File: src/rtl/conv_seq_ctrl.sv
// conv_seq_ctrl: layer sequencer for conv_unit.
// Latches a layer descriptor, clears the weight/kernel buffers, streams weight and
// kernel beats from the DDR read stream into them, then issues one compute
// instruction per output pixel and pulses done.
// Optional feature: define CONV_SEQ_CTRL_PERF_EN to build the stall counter;
// without it perf_stall_cnt is tied to zero.
//
// state     | meaning
// ----------+------------------------------------------------------------
// S_IDLE    | waiting for start; descriptor register holds the last layer
// S_PARA    | descriptor write strobe to conv_unit; beat/inst counts derived
// S_CLR     | one-cycle clear of both buffers
// S_LOAD_WB | accepting n_wb weight beats
// S_LOAD_KB | accepting n_kb kernel beats
// S_ISSUE   | issuing n_inst instructions, last one tagged op=2'b11
// S_FIN     | one-cycle done pulse
module conv_seq_ctrl #(
  parameter int B_LAYERPARA  = 80,
  parameter int B_INST       = 32,
  parameter int B_CNT        = 32,
  parameter int PIX_PER_BEAT = 4
) (
  input  logic                   clk,
  input  logic                   rstn,
  input  logic                   start,
  input  logic                   abort,
  input  logic [B_LAYERPARA-1:0] layer_para_i,
  input  logic                   mem_valid,
  output logic                   mem_ready,
  output logic [B_LAYERPARA-1:0] layer_para,
  output logic                   layer_para_we,
  output logic                   wb_clr,
  output logic                   kb_clr,
  output logic                   wb_en,
  output logic                   kb_en,
  output logic [B_INST-1:0]      inst_o,
  output logic                   inst_valid,
  input  logic                   inst_ready,
  output logic                   busy,
  output logic                   done,
  output logic [B_CNT-1:0]       perf_stall_cnt
);

  localparam int SH = $clog2(PIX_PER_BEAT);

  typedef enum logic [2:0] {
    S_IDLE, S_PARA, S_CLR, S_LOAD_WB, S_LOAD_KB, S_ISSUE, S_FIN
  } state_e;

  state_e                 state_q, state_d;
  logic [B_LAYERPARA-1:0] para_q, para_d;
  logic [B_CNT-1:0]       n_wb_q, n_wb_d;
  logic [B_CNT-1:0]       n_kb_q, n_kb_d;
  logic [B_CNT-1:0]       n_inst_q, n_inst_d;
  // Remaining beats/instructions in the current phase; terminal count is 1.
  logic [B_CNT-1:0]       rem_q, rem_d;
  logic                   abort_clr_q, abort_clr_d;

  logic [B_CNT-1:0] c_wei_s, h_wei, w_wei, c_ker_s, k_ker;
  logic [B_CNT-1:0] n_wb_calc, n_kb_calc, n_inst_calc;
  state_e           after_wb_state, after_kb_state;
  logic [B_CNT-1:0] after_wb_rem, after_kb_rem;
  logic [29:0]      idx;
  logic [1:0]       op;

  // Channel counts are in pixels; one memory beat carries PIX_PER_BEAT of them.
  assign c_wei_s     = B_CNT'(para_q[15:0] >> SH);
  assign h_wei       = B_CNT'(para_q[31:16]);
  assign w_wei       = B_CNT'(para_q[47:32]);
  assign c_ker_s     = B_CNT'(para_q[63:48] >> SH);
  assign k_ker       = B_CNT'(para_q[79:64]);
  assign n_wb_calc   = c_wei_s * h_wei * w_wei;
  assign n_kb_calc   = c_ker_s * k_ker * k_ker;
  assign n_inst_calc = h_wei * w_wei;

  // Phase after the kernel load: issue if there is anything to issue, else finish.
  always_comb begin
    after_kb_state = S_FIN;
    after_kb_rem   = '0;
    if (n_inst_q != '0) begin
      after_kb_state = S_ISSUE;
      after_kb_rem   = n_inst_q;
    end
  end

  // Phase after the weight load: empty kernel loads are skipped entirely.
  always_comb begin
    after_wb_state = after_kb_state;
    after_wb_rem   = after_kb_rem;
    if (n_kb_q != '0) begin
      after_wb_state = S_LOAD_KB;
      after_wb_rem   = n_kb_q;
    end
  end

  assign idx = 30'(n_inst_q - rem_q);
  assign op  = (rem_q == B_CNT'(1)) ? 2'b11 : 2'b01;

  // Next-state, counter and output decode.
  always_comb begin
    state_d       = state_q;
    para_d        = para_q;
    n_wb_d        = n_wb_q;
    n_kb_d        = n_kb_q;
    n_inst_d      = n_inst_q;
    rem_d         = rem_q;
    abort_clr_d   = 1'b0;
    mem_ready     = 1'b0;
    wb_en         = 1'b0;
    kb_en         = 1'b0;
    layer_para_we = 1'b0;
    inst_valid    = 1'b0;
    inst_o        = '0;
    done          = 1'b0;

    unique case (state_q)
      S_IDLE: begin
        if (start && !abort) begin
          state_d = S_PARA;
          para_d  = layer_para_i;
        end
      end
      S_PARA: begin
        layer_para_we = 1'b1;
        n_wb_d        = n_wb_calc;
        n_kb_d        = n_kb_calc;
        n_inst_d      = n_inst_calc;
        state_d       = S_CLR;
      end
      S_CLR: begin
        if (n_wb_q != '0) begin
          state_d = S_LOAD_WB;
          rem_d   = n_wb_q;
        end else begin
          state_d = after_wb_state;
          rem_d   = after_wb_rem;
        end
      end
      S_LOAD_WB: begin
        mem_ready = 1'b1;
        wb_en     = mem_valid;
        if (mem_valid) begin
          rem_d = rem_q - B_CNT'(1);
          if (rem_q == B_CNT'(1)) begin
            state_d = after_wb_state;
            rem_d   = after_wb_rem;
          end
        end
      end
      S_LOAD_KB: begin
        mem_ready = 1'b1;
        kb_en     = mem_valid;
        if (mem_valid) begin
          rem_d = rem_q - B_CNT'(1);
          if (rem_q == B_CNT'(1)) begin
            state_d = after_kb_state;
            rem_d   = after_kb_rem;
          end
        end
      end
      S_ISSUE: begin
        inst_valid = 1'b1;
        inst_o     = B_INST'({op, idx});
        if (inst_ready) begin
          rem_d = rem_q - B_CNT'(1);
          if (rem_q == B_CNT'(1)) begin
            state_d = S_FIN;
          end
        end
      end
      S_FIN: begin
        done    = 1'b1;
        state_d = S_IDLE;
      end
      default: state_d = S_IDLE;
    endcase

    // Abort drops whatever is in flight; the buffers get cleared on the way out.
    if (abort && state_q != S_IDLE) begin
      state_d     = S_IDLE;
      rem_d       = '0;
      n_wb_d      = '0;
      n_kb_d      = '0;
      n_inst_d    = '0;
      abort_clr_d = 1'b1;
      mem_ready   = 1'b0;
      wb_en       = 1'b0;
      kb_en       = 1'b0;
      done        = 1'b0;
    end
  end

  // State and datapath registers.
  always_ff @(posedge clk or negedge rstn) begin
    if (!rstn) begin
      state_q     <= S_IDLE;
      para_q      <= '0;
      n_wb_q      <= '0;
      n_kb_q      <= '0;
      n_inst_q    <= '0;
      rem_q       <= '0;
      abort_clr_q <= 1'b0;
    end else begin
      state_q     <= state_d;
      para_q      <= para_d;
      n_wb_q      <= n_wb_d;
      n_kb_q      <= n_kb_d;
      n_inst_q    <= n_inst_d;
      rem_q       <= rem_d;
      abort_clr_q <= abort_clr_d;
    end
  end

  assign wb_clr     = (state_q == S_CLR) || abort_clr_q;
  assign kb_clr     = wb_clr;
  assign busy       = (state_q != S_IDLE);
  assign layer_para = para_q;

`ifdef CONV_SEQ_CTRL_PERF_EN
  logic [B_CNT-1:0] perf_q, perf_d;
  logic             stall;

  assign stall = ((state_q == S_LOAD_WB || state_q == S_LOAD_KB) && !mem_valid) ||
                 ((state_q == S_ISSUE) && !inst_ready);

  // Stall count restarts with each layer and sticks at all-ones.
  always_comb begin
    perf_d = perf_q;
    if (state_q == S_IDLE && start && !abort) begin
      perf_d = '0;
    end else if (stall && perf_q != '1) begin
      perf_d = perf_q + B_CNT'(1);
    end
  end

  // Stall counter register.
  always_ff @(posedge clk or negedge rstn) begin
    if (!rstn) begin
      perf_q <= '0;
    end else begin
      perf_q <= perf_d;
    end
  end

  assign perf_stall_cnt = perf_q;
`else
  assign perf_stall_cnt = '0;
`endif

endmodule

File: config.mk
export PLATFORM = sky130hd
export DESIGN_NAME = conv_seq_ctrl
export DESIGN_NICKNAME = d
export VERILOG_FILES = /design/src/rtl/conv_seq_ctrl.sv
export SDC_FILE = /design/constraint.sdc
export NUM_CORES = 2
export LEC_CHECK = 0
export ABC_AREA = 1
export CAP_MARGIN = 15
export CORE_MARGIN = 3
export CORE_UTILIZATION = 65
export CTS_CLUSTER_DIAMETER = 200
export DETAILED_ROUTE_END_ITERATION = 10
export GPL_TIMING_DRIVEN = 0
export PLACE_DENSITY = 0.83
export SLEW_MARGIN = 20
export SYNTH_ARGS = -nofsm -noshare
export SYNTH_HDL_FRONTEND = slang
export SYNTH_SLANG_ARGS = --single-unit
File: constraint.sdc
create_clock -name clk -period 30.2 [get_ports clk]
set_input_delay 3.02 -clock clk [delete_from_list [all_inputs] [get_ports clk]]
set_output_delay 3.02 -clock clk [all_outputs]
set_load 0.01 [all_outputs]
==> impl_metrics.ini <==
[run_status]
status = complete, no violations

[synthesis]
synth_top_family_by_area = adder cells
syn_area_mm2 = 0.0598
synth_xor_area_share_pct = 1.10
ys_ff_latch = 212
postSynthCellCount = 8007
synth-simple-area-share_pct = 18.9
synthAdderAreaFrac_pct = 47.4
ys_warn_count = 0
synth-seq-area-share_pct = 8.87
synth_cell_types = 62
synth_compound_area_share_pct = 6.48
muxShareOfSynthArea_pct = 0.960
synth_ff_type = dfrtp_1
syn_area_per_cell_um2 = 7.47
asyncSetResetFlopFracSynth_pct = 100
synth-edff-count = 0

[timing]
finalMaxSlewViolations = 0
setup_tns_ns = 0
slew-limit-headroom_pct = 16.2
hold_viol = 0
rsz0062_at_grt = no
setup_viol = 0
skew_ns = 0.0489
clock.fmax_ghz = 0.0758
fin_crit_ns = 13.18
worstMarginPinSlew_ns = 1.26
fin_crit_sh_pct = 43.7
holdWs_ns = 0.502

[cts]
cts-resized-gates = 0
cts.sinks = 212
cts_root_buf = clkbuf_16
cts_tree = yes
cts_buffer_depth = 3
worstSkewPairLatency_ns = 0.69
numCtsBuffers = 29
clkTransAtPathRegs_ns = 0.06
cts_hold_buffers = 0
postCtsSetupBuffers = 0
htreeDepth = 1

[routing]
post_drt_wl_per_cell_um = 21.4
drt.antenna.violating_nets = 0
first_iter_violations = 5220
num_vias = 54549
routed_via_density = 5.76
dr.pass1.iters = 7
drc = 0
finalWirelength_mm = 203

[setup_path]
worst-r2r-setup-slack_ns = 17.02
crit_top_cell = nand2_1
cp.arrival_ns = 13.70
critical-path-max-stage-delay_ns = 0.76
worst-setup-path-type = reg2reg
critPathSlowestCell = buf_1
required_ns = 30.72
start_kind = register
reg2reg_to = n_kb_q[29]
rr_startpoint = layer_para[71]
cp_max_fo = 10
end_kind = register
rr_worst_depth = 49

[global_route]
track_usage_pct = 43.2
grt_start_max_net_pins = 86
grt_pass1_wl_mm = 313
grt_antenna_before_repair = 7
overflow = 0
grt_pass1_vias = 55886

[min_path]
hp-class = reg2reg
hold_end = n_wb_q[31]
hold_depth = 2
hp-start = n_wb_q[31]

[die]
die-area_mm2 = 0.0957
io_pins = 239
die_w_um = 309
core_mm2 = 0.0907
die_h_um = 309
start_util_pct = 66.0
rows = 110

[cells_and_area]
final_util_pct = 71.3
nets = 9950
drive_gt1_share_pct = 2.80
area_growth_syn_to_layout_pct = 8.04

[run]
cap_violations = 0

[place]
numPortBuffers = 206
place.gp.congestion = 1.03
hpwl_mm = 169
-- metal layers --
metal | vias to the layer above | share of wire (%) | GRT usage [%] | routed length, um
met2 | 3309 | 44 | 67.4 | 89000
met4 | 8 | 7.2 | 24.9 | 14600
li1 | 23855 | - | - | -
met3 | 826 | 12 | 12.2 | 25300
met5 | - | 0.037 | 0 | 75
met1 | 26551 | 37 | 54.3 | 74100
-- synthesized netlist by cell type (3+ instances only) --
cell / instances / share of area, %
inv_1: 2165 / 14
nand2_1: 1945 / 12
fa_1: 1131 / 38
nor2_1: 555 / 3.5
ha_1: 455 / 9.5
clkbuf_1: 282 / 1.8
a21oi_1: 280 / 2.3
dfrtp_1: 212 / 8.9
o21ai_0: 207 / 1.7
nand3_1: 169 / 1.4
o22ai_1: 64 / 0.67
mux2_2: 51 / 0.96
xor2_1: 48 / 0.70
buf_4: 35 / 0.44
buf_1: 33 / 0.21
nand4_1: 31 / 0.32
nor4_1: 29 / 0.30
nor3_1: 28 / 0.23
inv_2: 20 / 0.13
o21ai_1: 20 / 0.17
xnor2_1: 20 / 0.29
clkinv_1: 18 / 0.11
nand2_2: 16 / 0.17
or2_2: 16 / 0.17
o21bai_1: 15 / 0.19
o221ai_1: 14 / 0.20
o31ai_1: 14 / 0.18
nand3b_1: 13 / 0.16
a22oi_1: 12 / 0.15
a21o_1: 11 / 0.14
a31oi_1: 11 / 0.12
nor2_2: 10 / 0.10
a211oi_1: 8 / 0.10
o211ai_1: 8 / 0.10
nand3_2: 7 / 0.12
buf_2: 6 / 0.050
o21a_1: 5 / 0.063
and2_1: 4 / 0.042
o32ai_1: 4 / 0.059
a21oi_2: 3 / 0.044
nor2_4: 3 / 0.056
o2111ai_1: 3 / 0.044
-- cell usage in the layout (no fill, tap or decap), drive strengths merged, types with 5 or more instances in the layout --
cell / count
a211oi: 8
o211ai: 8
xor2: 50
dfrtp: 212
a22oi: 12
nand4: 33
a31oi: 11
o21a: 5
nand2: 1963
nor2: 568
fa: 1131
nand3b: 14
a21oi: 284
o21bai: 15
xnor2: 21
o21ai: 228
ha: 455
nor4: 29
inv: 2190
o221ai: 14
clkdlybuf4s50: 205
a21o: 11
o31ai: 14
bufinv: 7
clkinv: 21
mux2: 51
o22ai: 64
buf: 78
conb: 32
nand3: 176
nor3: 28
or2: 17
clkbuf: 317
-- through the flow --
| stage | area, um2 | setup slack (ns) | cells |
|---|---|---|---|
| after CTS | 64600 | 17.26 | 9475 |
| final | 64600 | 17.02 | 9478 |
| after global placement | 63500 | 16.25 | 9420 |
| after global routing | 64600 | 16.52 | 9475 |
| after floorplan | 59900 | 19.68 | 8038 |
| after detailed placement | 63600 | 17.37 | 9423 |
-- registers in the layout, summed over array words and instances, names as in the netlist --
| signal | cells |
|---|---|
| n_inst_q | 32 |
| n_wb_q | 32 |
| abort_clr_q | 1 |
| n_kb_q | 32 |
| state_q | 3 |
| rem_q | 32 |
| layer_para | 80 |
-- logic make-up (layout without fill, tap and decap cells) --
logic type,Yosys count,after routing
flops,212,212
buf+inv,2559,2820
mux,51,51
xor+xnor,71,71
compound gates,691,691
fa+ha+maj,1586,1586
simple gates,2836,2836
other cells,1,35
-- how the worst max path moves through the flow --
stage / from / end / slack, ns / cells past startpoint
global route: layer_para[71] / n_kb_q[29] / 16.52 / 49
finish: layer_para[71] / n_kb_q[29] / 17.02 / 49
detailed placement: layer_para[71] / n_kb_q[29] / 17.37 / 49
global placement: rstn / n_wb_q[17] / 16.25 / 1
CTS: layer_para[71] / n_kb_q[29] / 17.26 / 49
floorplan: layer_para[4] / n_wb_q[29] / 19.68 / 55
-- worst max-delay path: cells and delay by family, from the launching register on --
family | cells | cell delay (ns)
buf+inv | 13 | 2.55
fa+ha+maj | 14 | 6.31
simple gates | 16 | 2.21
compound gates | 6 | 1.33
flops | 1 | 0.63
-- final cells by class --
cell class / count / area (um2)
Antenna cell: 3 / 7.51
Buffer: 356 / 1480
Clock buffer: 35 / 768
Clock inverter: 17 / 308
Fill cell: 7405 / 26100
Inverter: 2203 / 8270
Multi-Input combinational cell: 5267 / 44900
Sequential cell: 212 / 5310
Tap cell: 1176 / 1470
Timing Repair Buffer: 209 / 2140
Power is left out: the tool's default activity adds up to more than one toggle a clock period on the data nets, which glitch-free logic cannot reach.
